File: src/rtl/bin2bcd_seq.sv
// Sequential 14-bit binary to 4-digit packed BCD converter (double dabble, one bit per clock).
// Optional build macro OVERFLOW_SAT_EN: saturate operands >= 10000 to 16'h9999.
module bin2bcd_seq (
  input  logic        clk,
  input  logic        rst_n,
  input  logic        start,
  input  logic [13:0] bin_in,
  output logic        busy,
  output logic        done,
  output logic [15:0] bcd_out,
  output logic        ovf
);

  localparam logic [1:0] IDLE = 2'd0;
  localparam logic [1:0] CONV = 2'd1;
  localparam logic [1:0] DONE = 2'd2;

  logic [1:0]  state_r;
  logic [13:0] shift_r;
  logic [19:0] work_r;
  logic [3:0]  cnt_r;
  logic [19:0] work_adj_s;
  logic        ovf_s;
  logic [15:0] result_s;

  // Per-digit +3 correction; digits never carry into each other.
  function automatic logic [19:0] add3_digits(input logic [19:0] w);
    logic [19:0] r;
    logic [3:0]  d;
    r = 20'd0;
    for (int i = 0; i < 5; i++) begin
      d = w[i*4 +: 4];
      if (d >= 4'd5) begin
        r[i*4 +: 4] = d + 4'd3;
      end else begin
        r[i*4 +: 4] = d;
      end
    end
    return r;
  endfunction

  // Digit correction and final result selection.
  always_comb begin
    work_adj_s = add3_digits(work_r);
    ovf_s      = (work_r[19:16] != 4'd0);
`ifdef OVERFLOW_SAT_EN
    if (ovf_s) begin
      result_s = 16'h9999;
    end else begin
      result_s = work_r[15:0];
    end
`else
    result_s = work_r[15:0];
`endif
  end

  // Control FSM, conversion datapath and registered outputs.
  always_ff @(posedge clk) begin
    if (!rst_n) begin
      state_r <= IDLE;
      shift_r <= 14'd0;
      work_r  <= 20'd0;
      cnt_r   <= 4'd0;
      busy    <= 1'b0;
      done    <= 1'b0;
      bcd_out <= 16'h0000;
      ovf     <= 1'b0;
    end else begin
      case (state_r)
        IDLE: begin
          done <= 1'b0;
          if (start) begin
            shift_r <= bin_in;
            work_r  <= 20'd0;
            cnt_r   <= 4'd0;
            busy    <= 1'b1;
            state_r <= CONV;
          end else begin
            busy    <= 1'b0;
            state_r <= IDLE;
          end
        end
        CONV: begin
          done               <= 1'b0;
          {work_r, shift_r}  <= {work_adj_s, shift_r} << 1;
          cnt_r              <= cnt_r + 4'd1;
          if (cnt_r == 4'd13) begin
            state_r <= DONE;
          end else begin
            state_r <= CONV;
          end
        end
        DONE: begin
          ovf     <= ovf_s;
          bcd_out <= result_s;
          done    <= 1'b1;
          busy    <= 1'b0;
          state_r <= IDLE;
        end
        default: begin
          busy    <= 1'b0;
          done    <= 1'b0;
          state_r <= IDLE;
        end
      endcase
    end
  end

endmodule
File: config.mk
export PLATFORM = sky130hd
export DESIGN_NAME = bin2bcd_seq
export DESIGN_NICKNAME = d
export VERILOG_FILES = /design/src/rtl/bin2bcd_seq.sv
export SDC_FILE = /design/constraint.sdc
export NUM_CORES = 1
export LEC_CHECK = 0
export CAP_MARGIN = 0
export CORE_UTILIZATION = 34
export DETAILED_ROUTE_END_ITERATION = 7
export GPL_ROUTABILITY_DRIVEN = 1
export PLACE_DENSITY_LB_ADDON = 0.15
export RECOVER_POWER = 50
export SYNTH_ARGS = -nofsm -noshare
export SYNTH_HDL_FRONTEND = slang
export SYNTH_SLANG_ARGS = --single-unit
File: constraint.sdc
create_clock -name clk -period 4.1 [get_ports clk]
set_clock_uncertainty 0.2 [all_clocks]
set_input_delay 0.615 -clock clk [delete_from_list [all_inputs] [get_ports clk]]
set_output_delay 0.615 -clock clk [all_outputs]
set_load 0.01 [all_outputs]
* Yosys cells after proc, flatten, opt, wreduce, memory -nomap -nowiden
Cells that the tools add are included.
Widths: inputs -> output; s select.
** Storage, ports and cells
- Bits in registers :: 59
- Input bits :: 17
- Output and inout bits :: 19
- Word-level logic and storage cells :: 44
** Operators by class
- Add/subtract/negate cells :: 6
- Order comparisons :: 5
- Equality and inequality tests :: 4
- Mux-type cells :: 17
- Reductions and logical operators :: 4
** Operators by type and width (number)
- $pmux 20 s2 :: 1
- $pmux 14 s2 :: 1
- $ge 4x3->1 const B :: 5
- $mux 20 :: 1
- $mux 4 :: 5
- $add 4x2->4 const B :: 4
- $mux 14 :: 1
- $pmux 4 s2 :: 1
- $add 4x1->4 const B :: 1
- $eq 4x4->1 const B :: 1
- $pmux 2 s2 :: 1
- $reduce_bool 4->1 :: 1
- $add 3x2->3 const B :: 1
- $mux 1 :: 3
- $mux 3 :: 1
- $eq 2x1->1 const B :: 1
- $eq 2x2->1 const B :: 1
- $logic_not 2->1 :: 1
- $mux 2 :: 1
- $ne 2x2->1 const B :: 1
- $pmux 1 s2 :: 1
- $reduce_and 2->1 :: 1
- $reduce_bool 2->1 :: 1

* Longest topological paths before layout
Gate-level depths: netlist (run 1).
- Word-level depth :: 3
- Mapped depth :: 6
- Depth with buffers taken out :: 6

* Least setup slack after synthesis (run 1)
OpenSTA, ideal clock, no wires.
- Path kind :: input-to-reg
- From :: input port start
- To :: register shift_r[10]
- Library setup time :: 123 ps
- Arrival time :: 1474 ps
- Required time :: 3777 ps
- Setup slack :: 2303 ps
- Cell stages on the path :: 6
- Buffers on the path :: 2
- Path through :: buf_2 > o21bai_4 > and2_4 > buf_6 > a222oi_1 > inv_1
** On the way
- Cells in the longest elaborated chain, start to end :: 2
** RTL lines
- start: declaration :: line 6 : input logic start,
- $ne 2x2->1 (no source line)
- $reduce_and 2->1 (no source line)
- end signal: assignment :: line 73 : shift_r <= bin_in;
- end signal: assignment :: line 85 : {work_r, shift_r} <= {work_adj_s, shift_r} << 1;
- end: declaration :: line 19 : logic [13:0] shift_r;
Every way passes these cells.
A chain may end at the register's enable or synchronous reset.

==> flow_summary.json, run 1 <==
{
  "synth_enable_flop_cells": 0,
  "cts_tree": "built",
  "finalHoldViolCount": 0,
  "clockRootBuffer": "clkbuf_8",
  "worst-path-buf-inv": 2,
  "crit_type": "input pin to flip-flop",
  "crit_required_ps": 4140,
  "cp_slowest_cell": "dlygate4sd3_1",
  "htree_levels": 3,
  "yosysTopAreaCell": "dfxtp_1",
  "gp_congestion": 0.704,
  "rsz0062_at_grt": "no",
  "synthSimpleGateAreaFrac": 0.157,
  "ys_ff_latch": 59,
  "seqPwrFrac": 0.494,
  "p_per_area_nw_per_um2": 381,
  "p_leak_nw": 1.27,
  "track_usage": 0.149,
  "tightest_slew_ps": 794,
  "first_global_vias": 2053,
  "insertion_delay_ps": 330,
  "clkPwrFrac": 0.435,
  "maxCapViolations": 0,
  "synth_top_family_by_area": "compound AO/OA/AOI/OAI gates",
  "ioPinCount": 36,
  "ys_warn_count": 0,
  "portBuffers": 35,
  "power_switching_mw": 0.285,
  "grt_max_degree": 22,
  "path_clk_slew_ps": 70,
  "switching_share": 0.233,
  "syn_nets": 332,
  "ir_worst_vdd_mv": 0.173,
  "max_slew_margin": 0.466,
  "initial_core_util": 0.357,
  "coreArea_um2": 7370,
  "antenna_found_initial": 0,
  "clock_sinks": 59,
  "critical_path_peak_fanout": 21,
  "drcViolationCount": 0,
  "antenna_cells": 0,
  "hp-class": "flip-flop to flip-flop",
  "comb_power_share": 0.071,
  "p_int_mw": 0.939,
  "viasPerCell": 4.83,
  "synthXorXnorAreaFrac": 0.0300,
  "yosys-top-cells-count": "dfxtp_1, nand2_1, o21ai_0",
  "finalNetCount": 365,
  "syn_to_final_growth_pct": 22.3,
  "grt_overflow": 0,
  "wl_per_cell_um": 12.5,
  "dpl.hpwl_um": 3610,
  "crit_path_end_kind": "flip-flop",
  "fin_util": 0.437,
  "critical_path.top_delay_family": "buffers and inverters",
  "cts_made_buffers": 9,
  "synth_compound_area_frac": 0.228,
  "grt_pass1_wl_um": 9600,
  "crit_chain": "dlygate4sd3_1 -> clkbuf_1 -> nand2_1 -> o31ai_1",
  "synthTopCellsByArea": "dfxtp_1, nand2_1, a21boi_0",
  "status": "completed",
  "synth_area_per_cell_um2": 8.71,
  "yosysMostFrequentCell": "dfxtp_1",
  "netlist_area_um2": 2630,
  "ys_seq_area_frac": 0.449,
  "die_height_um": 90.0,
  "drt_iter0_markers": 118,
  "cp.arrival_ps": 3010,
  "cts_resized": 0,
  "hold_buffers": 0,
  "period_minus_slack_ps": 2970,
  "crit_path_max_incr_delay_ps": 970,
  "synth_fa_ha_area_frac": 0.0618,
  "post_cts_buffers": 0,
  "cp-start-kind": "input pin",
  "synth_top_area_frac": 0.449,
  "rows": 31,
  "drive_above_1_share": 0.0560,
  "routed_wl_um": 5460,
  "first_pass_iters": 4,
  "cts_buffer_depth": 2,
  "synth_async_sr_flop_share": 0,
  "slew_violations": 0,
  "finalSetupTns_ps": 0,
  "die-area_um2": 8090,
  "synthMuxAreaShare": 0.0190,
  "syn_inst": 302,
  "max_freq_mhz": 337,
  "die_w_um": 90.0,
  "synth_cell_types": 32,
  "ys.flop_type": "dfxtp_1",
  "vias": 2114,
  "setup_violations": 0,
  "fin_crit_sh": 0.724,
  "ant_nets": 0
}
-- cells by family after synthesis --
logic type | Yosys count
AO/OA/AOI/OAI | 93
AND/OR/NAND/NOR | 92
flip-flops | 59
buffers and inverters | 31
adder cells (fa/ha/maj) | 13
XOR/XNOR | 9
multiplexers | 5
-- layout make-up --
| class | instances | area [µm²] |
|---|---|---|
| clock buffer | 11 | 151 |
| clock inverter | 4 | 50.0 |
| fill | 747 | 4150 |
| inverter | 17 | 63.8 |
| multi-input combinational | 212 | 1290 |
| sequential | 59 | 1180 |
| tap | 99 | 124 |
| timing repair buffer | 36 | 354 |
-- power by group through the flow --
stage / logic (mW) / clock network, mW / registers [mW]
6_report: 0.0863 / 0.533 / 0.605
5_1_grt: 0.0979 / 0.580 / 0.608
4_1_cts: 0.0901 / 0.547 / 0.606
3_5_place_dp: 0.0896 / 0 / 0.619
3_3_place_gp: 0.0888 / 0 / 0.618
2_1_floorplan: 0.0622 / 0 / 0.613
-- stage by stage --
| step | hold WS, ps | area [µm²] | instances | total power [mW] | setup slack, ps |
|---|---|---|---|---|---|
| 2_1_floorplan | 225 | 2630 | 302 | 0.675 | 2300 |
| 3_3_place_gp | 238 | 3030 | 423 | 0.707 | 1340 |
| 3_5_place_dp | 242 | 3030 | 423 | 0.708 | 1300 |
| 4_1_cts | 257 | 3230 | 438 | 1.24 | 1650 |
| 5_1_grt | 283 | 3220 | 438 | 1.29 | 864 |
| 6_report | 254 | 3220 | 438 | 1.22 | 1130 |
-- state kept, by name, summed over array words and instances, names as in the netlist --
signal	count
state_r	2
ovf	1
cnt_r	4
busy	1
done	1
shift_r	14
work_r	20
bcd_out	16
-- metal layers --
metal	track usage	up-vias	share of wire
met5	0	-	0
met1	0.180	965	0.49
met2	0.248	43	0.47
li1	-	1104	-
met4	0.0524	0	0.0051
met3	0.0491	2	0.037
-- placed cells by master, fill, tap and decap left out, types with 2 or more instances in the layout --
cell type        count
clkinvlp_4           2
nand2_1             54
nor2_1               8
a21oi_1             16
xnor2_1              5
inv_1               16
a21boi_0            22
nor3_1               8
o22ai_1              4
a22o_1               7
o21ai_0             33
dfxtp_1             59
a222oi_1             4
dlygate4sd3_1       21
a21o_1               2
xor2_1               4
clkbuf_8            11
ha_1                13
o31ai_1              4
nand3_1              8
clkdlybuf4s50_1     14
nand2b_1             6
mux2i_1              5
-- final timing paths --
check / startpoint / endpoint / slack (ps) / cells after the start
hold / removal: busy / busy / 250 / 1
hold reg to reg: busy / busy / 250 / 1
setup / recovery: rst_n / work_r[4] / 1130 / 4
setup reg to reg: state_r[0] / shift_r[6] / 2070 / 4
Power figures use the tool's default switching activity.
==> run 2, diff against run 1 <==
clock period = 3.05 ns   (was 4.1 ns; I/O delays follow)
==> run 2 against run 1 <==
Against the previous run:
- first-iteration DRC count shrank 36%
- count of clock-buffer cells in the layout grew 4
- critical endpoint is now shift_r[10]
- total power grew 37%
- final cell count grew 0.46%
- sequential cell count is the same
- via count grew 2.0%
- sequential power grew 35%
- clock power grew 39%
==> flow_summary.json, run 2 (synthesized netlist as in run 1, its figures left out) <==
{
  "portBuffers": 35,
  "comb_power_share": 0.071,
  "wl_per_cell_um": 12.9,
  "first_global_vias": 2050,
  "critical_path_peak_fanout": 21,
  "grt_max_degree": 22,
  "routed_wl_um": 5670,
  "drcViolationCount": 0,
  "period_minus_slack_ps": 2540,
  "seqPwrFrac": 0.487,
  "cts_tree": "built",
  "cp-start-kind": "input pin",
  "regMostFlops": "work_r",
  "first_pass_iters": 5,
  "clock_sinks": 59,
  "slew_violations": 0,
  "p_per_area_nw_per_um2": 517,
  "clockRootBuffer": "clkbuf_8",
  "p_leak_nw": 1.28,
  "htree_levels": 3,
  "p_int_mw": 1.29,
  "post_cts_buffers": 0,
  "layout_common_cells": "dfxtp_1, nand2_1, o21ai_0, a21boi_0, dlygate4sd3_1",
  "power_switching_mw": 0.381,
  "antenna_found_initial": 0,
  "hold_buffers": 0,
  "fin_crit_sh": 0.834,
  "hp-class": "flip-flop to flip-flop",
  "die_w_um": 90.0,
  "stdcell_area_um2": 3240,
  "gp_congestion": 0.782,
  "grt_overflow": 0,
  "layout.cells.most_common": "dfxtp_1",
  "finalNetCount": 366,
  "die-area_um2": 8090,
  "drive_above_1_share": 0.0528,
  "ioPinCount": 36,
  "dpl.hpwl_um": 3750,
  "tightest_slew_ps": 814,
  "viasPerCell": 4.90,
  "crit_required_ps": 3130,
  "vias": 2157,
  "track_usage": 0.153,
  "rows": 31,
  "cts_made_buffers": 9,
  "cts_buffer_depth": 2,
  "rsz0062_at_grt": "no",
  "clkPwrFrac": 0.442,
  "status": "completed",
  "maxCapViolations": 0,
  "drt_iter0_markers": 75,
  "crit_path_end_kind": "flip-flop",
  "syn_to_final_growth_pct": 23.1,
  "path_clk_slew_ps": 70,
  "grt_pass1_wl_um": 9800,
  "placed_area_um2": 3040,
  "finalSetupTns_ps": 0,
  "switching_share": 0.227,
  "dp_cells": 424,
  "setup_violations": 0,
  "finalHoldViolCount": 0,
  "antenna_cells": 0,
  "reg_top3": "work_r x20, bcd_out x16, shift_r x14",
  "final_cells": 440,
  "die_height_um": 90.0,
  "coreArea_um2": 7370,
  "crit_type": "input pin to flip-flop",
  "max_slew_margin": 0.457,
  "max_freq_mhz": 393,
  "reg2reg_depth": 4,
  "initial_core_util": 0.357,
  "cp.arrival_ps": 2620,
  "largest_reg_flops": 20,
  "cts_resized": 0,
  "hold_depth": 1,
  "ant_nets": 0,
  "ir_worst_vdd_mv": 0.232,
  "insertion_delay_ps": 340
}
-- run 2: area by class of cell --
class / count / area (µm²)
well taps: 99 / 124
fillers: 749 / 4130
clock buffers: 15 / 176
clock inverters: 1 / 30.0
repair buffers: 37 / 362
multi-input cells: 212 / 1300
inverters: 17 / 63.8
flip-flops and latches: 59 / 1180
-- run 2: per-stage QoR --
step | hold WS, ps | power (mW) | setup WS [ps] | utilization
finish | 254 | 1.67 | 508 | 0.439
detailed placement | 251 | 0.954 | 556 | 0.412
CTS | 264 | 1.70 | 831 | 0.440
global placement | 252 | 0.953 | 632 | 0.412
floorplan | 225 | 0.908 | 1410 | -
global route | 282 | 1.75 | 323 | 0.439
-- run 2: final timing paths --
| check | startpoint | endpoint | slack [ps] |
|---|---|---|---|
| min reg2reg | busy | busy | 250 |
| min | busy | busy | 250 |
| max reg2reg | state_r[0] | shift_r[10] | 860 |
| max | rst_n | shift_r[10] | 510 |
-- run 2: power by group through the flow --
stage               clock (mW)  combinational, mW  sequential, mW
floorplan                    0             0.0836           0.824
global placement             0              0.120           0.833
detailed placement           0              0.121           0.832
CTS                      0.763              0.122           0.815
global route             0.799              0.133           0.819
finish                   0.740              0.118           0.816
-- run 2: critical path: stages --
cell           delay, ps
dlygate4sd3_1        900
buf_4                280
and2_1               680
a222oi_1             210
inv_1                 90
-- run 2: per-layer routing --
layer  wire length (µm)  share of wire  track usage
met1               2760           0.49        0.191
met2               2570           0.45        0.242
met3                270          0.048       0.0567
met4                 67          0.012       0.0524
met5                  0              0            0
==> run 3, diff against run 2 <==
clock period = 2.51 ns   (was 3.05 ns; I/O delays follow)
==> run 3 against run 2 <==
Against the previous run:
- setup slack improved by 1.6 ps
- via count up 0.56%
- count of clock-buffer cells in the layout shrank 2
- global-route usage is essentially flat
- combinational power is 31% higher
- final cell count rose by 1.1%
- core utilization up 0.22 points
- routed wire length decreased by 1.1%
- sequential cell count unchanged
- first-iteration DRC count up 11%
- cell area is 0.50% higher
==> flow_summary.json, run 3 (synthesized netlist as in run 1, its figures left out) <==
{
  "rsz0062_at_grt": "no",
  "grt_overflow": 0,
  "clockRootBuffer": "clkbuf_8",
  "crit_chain": "dlygate4sd3_1 -> clkbuf_1 -> and2_2 -> a222oi_1 -> inv_1",
  "portBuffers": 35,
  "ant_nets": 0,
  "drcViolationCount": 0,
  "layout.cells.most_common": "dfxtp_1",
  "cp_num_cells": 5,
  "reg_top3": "work_r x20, bcd_out x16, shift_r x14",
  "dpl.hpwl_um": 3850,
  "seq_area_um2": 1180,
  "crit_path_max_incr_delay_ps": 720,
  "maxCapViolations": 0,
  "antenna_cells": 0,
  "cp-start-kind": "input pin",
  "insertion_delay_ps": 340,
  "placed_area_um2": 3080,
  "drive_above_1_share": 0.0723,
  "antenna_found_initial": 0,
  "finalSetupTns_ps": 0,
  "first_pass_iters": 4,
  "period_minus_slack_ps": 2000,
  "slew_violations": 0,
  "die-area_um2": 8090,
  "largest_reg_flops": 20,
  "worst-path-buf-inv": 3,
  "hold_depth": 1,
  "vias": 2169,
  "reg2reg_depth": 4,
  "max_freq_mhz": 500,
  "initial_core_util": 0.357,
  "hp-class": "flip-flop to flip-flop",
  "critical_path_peak_fanout": 21,
  "p_leak_nw": 1.24,
  "finalNetCount": 372,
  "cts_tree": "built",
  "ir_worst_vdd_mv": 0.312,
  "regMostFlops": "work_r",
  "fin_crit_sh": 0.797,
  "routed_wl_um": 5610,
  "die_w_um": 90.0,
  "status": "completed",
  "syn_to_final_growth_pct": 23.7,
  "multiInputGateArea_um2": 1300,
  "grt_pass1_wl_um": 9640,
  "clock_sinks": 59,
  "cts_made_buffers": 9,
  "stdcell_area_um2": 3250,
  "path_clk_slew_ps": 70,
  "finalHoldViolCount": 0,
  "final.fill_count": 783,
  "cp.arrival_ps": 2090,
  "cp_slowest_cell": "dlygate4sd3_1",
  "max_slew_margin": 0.610,
  "die_height_um": 90.0,
  "tightest_slew_ps": 585,
  "crit_required_ps": 2600,
  "wl_per_cell_um": 12.6,
  "drt_iter0_markers": 83,
  "grt_max_degree": 22,
  "gp_congestion": 0.757,
  "hold_buffers": 0,
  "cts_buffer_depth": 2,
  "ioPinCount": 36,
  "critical_path.top_delay_family": "buffers and inverters",
  "htree_levels": 3,
  "layout_common_cells": "dfxtp_1, nand2_1, o21ai_0, clkdlybuf4s50_1, a21boi_0",
  "crit_path_end_kind": "flip-flop",
  "first_global_vias": 2058,
  "p_per_area_nw_per_um2": 594,
  "track_usage": 0.153,
  "cts_resized": 0,
  "coreArea_um2": 7370,
  "setup_violations": 0,
  "viasPerCell": 4.87,
  "crit_type": "input pin to flip-flop",
  "rows": 31,
  "post_cts_buffers": 0
}
## run 3: cell count changes in the layout (fill, tap and decap cells not counted), moves of 2 or more
cell / before / now
clkbuf_1: 4 / 2
clkdlybuf4s50_1: 14 / 32
and2_1: 3 / 1
clkinv_2: 0 / 2
buf_4: 1 / 6
dlygate4sd3_1: 21 / 3
## run 3: path summary, 6_finish.rpt
check	slack (ps)	to	start
setup / recovery	510	shift_r[9]	rst_n
hold / removal	250	busy	busy
setup reg to reg	550	work_r[10]	state_r[0]
hold reg to reg	250	busy	busy
## run 3: worst register-to-register path: stages, from the launching register on
cell	delay (ps)
dfxtp_1	500
nor2b_4	320
and2_0	530
buf_4	240
a22o_1	130
## run 3: per-layer routing
metal / GRT usage / vias to the layer above / wire, µm / part of all wire
met4: 0.0565 / 0 / 57 / 0.010
met5: 0 / - / 0 / 0
met3: 0.0584 / 6 / 234 / 0.042
met2: 0.251 / 48 / 2640 / 0.47
li1: - / 1114 / - / -
met1: 0.182 / 1001 / 2680 / 0.48
## run 3: where the power goes
group / internal, mW / total, mW / switching (mW)
registers: 0.966 / 0.986 / 0.0198
logic: 0.0709 / 0.154 / 0.0832
clock network: 0.431 / 0.793 / 0.362
total: 1.47 / 1.93 / 0.465
## run 3: per-stage QoR
step	power, mW	util	std cells	hold WS (ps)	worst slack, ps
4_1_cts	1.96	0.443	445	261	666
3_3_place_gp	1.16	0.418	430	249	349
3_5_place_dp	1.17	0.418	430	246	328
2_1_floorplan	1.10	-	302	225	952
6_report	1.93	0.442	445	254	509
5_1_grt	2.03	0.442	445	268	366
## run 3: area by class of cell
class                           count  area share
Timing Repair Buffer               43       0.124
Clock inverter                      2     0.00308
Tap cell                           99      0.0381
Multi-Input combinational cell    212       0.400
Clock buffer                       13      0.0519
Inverter                           17      0.0196
Sequential cell                    59       0.363
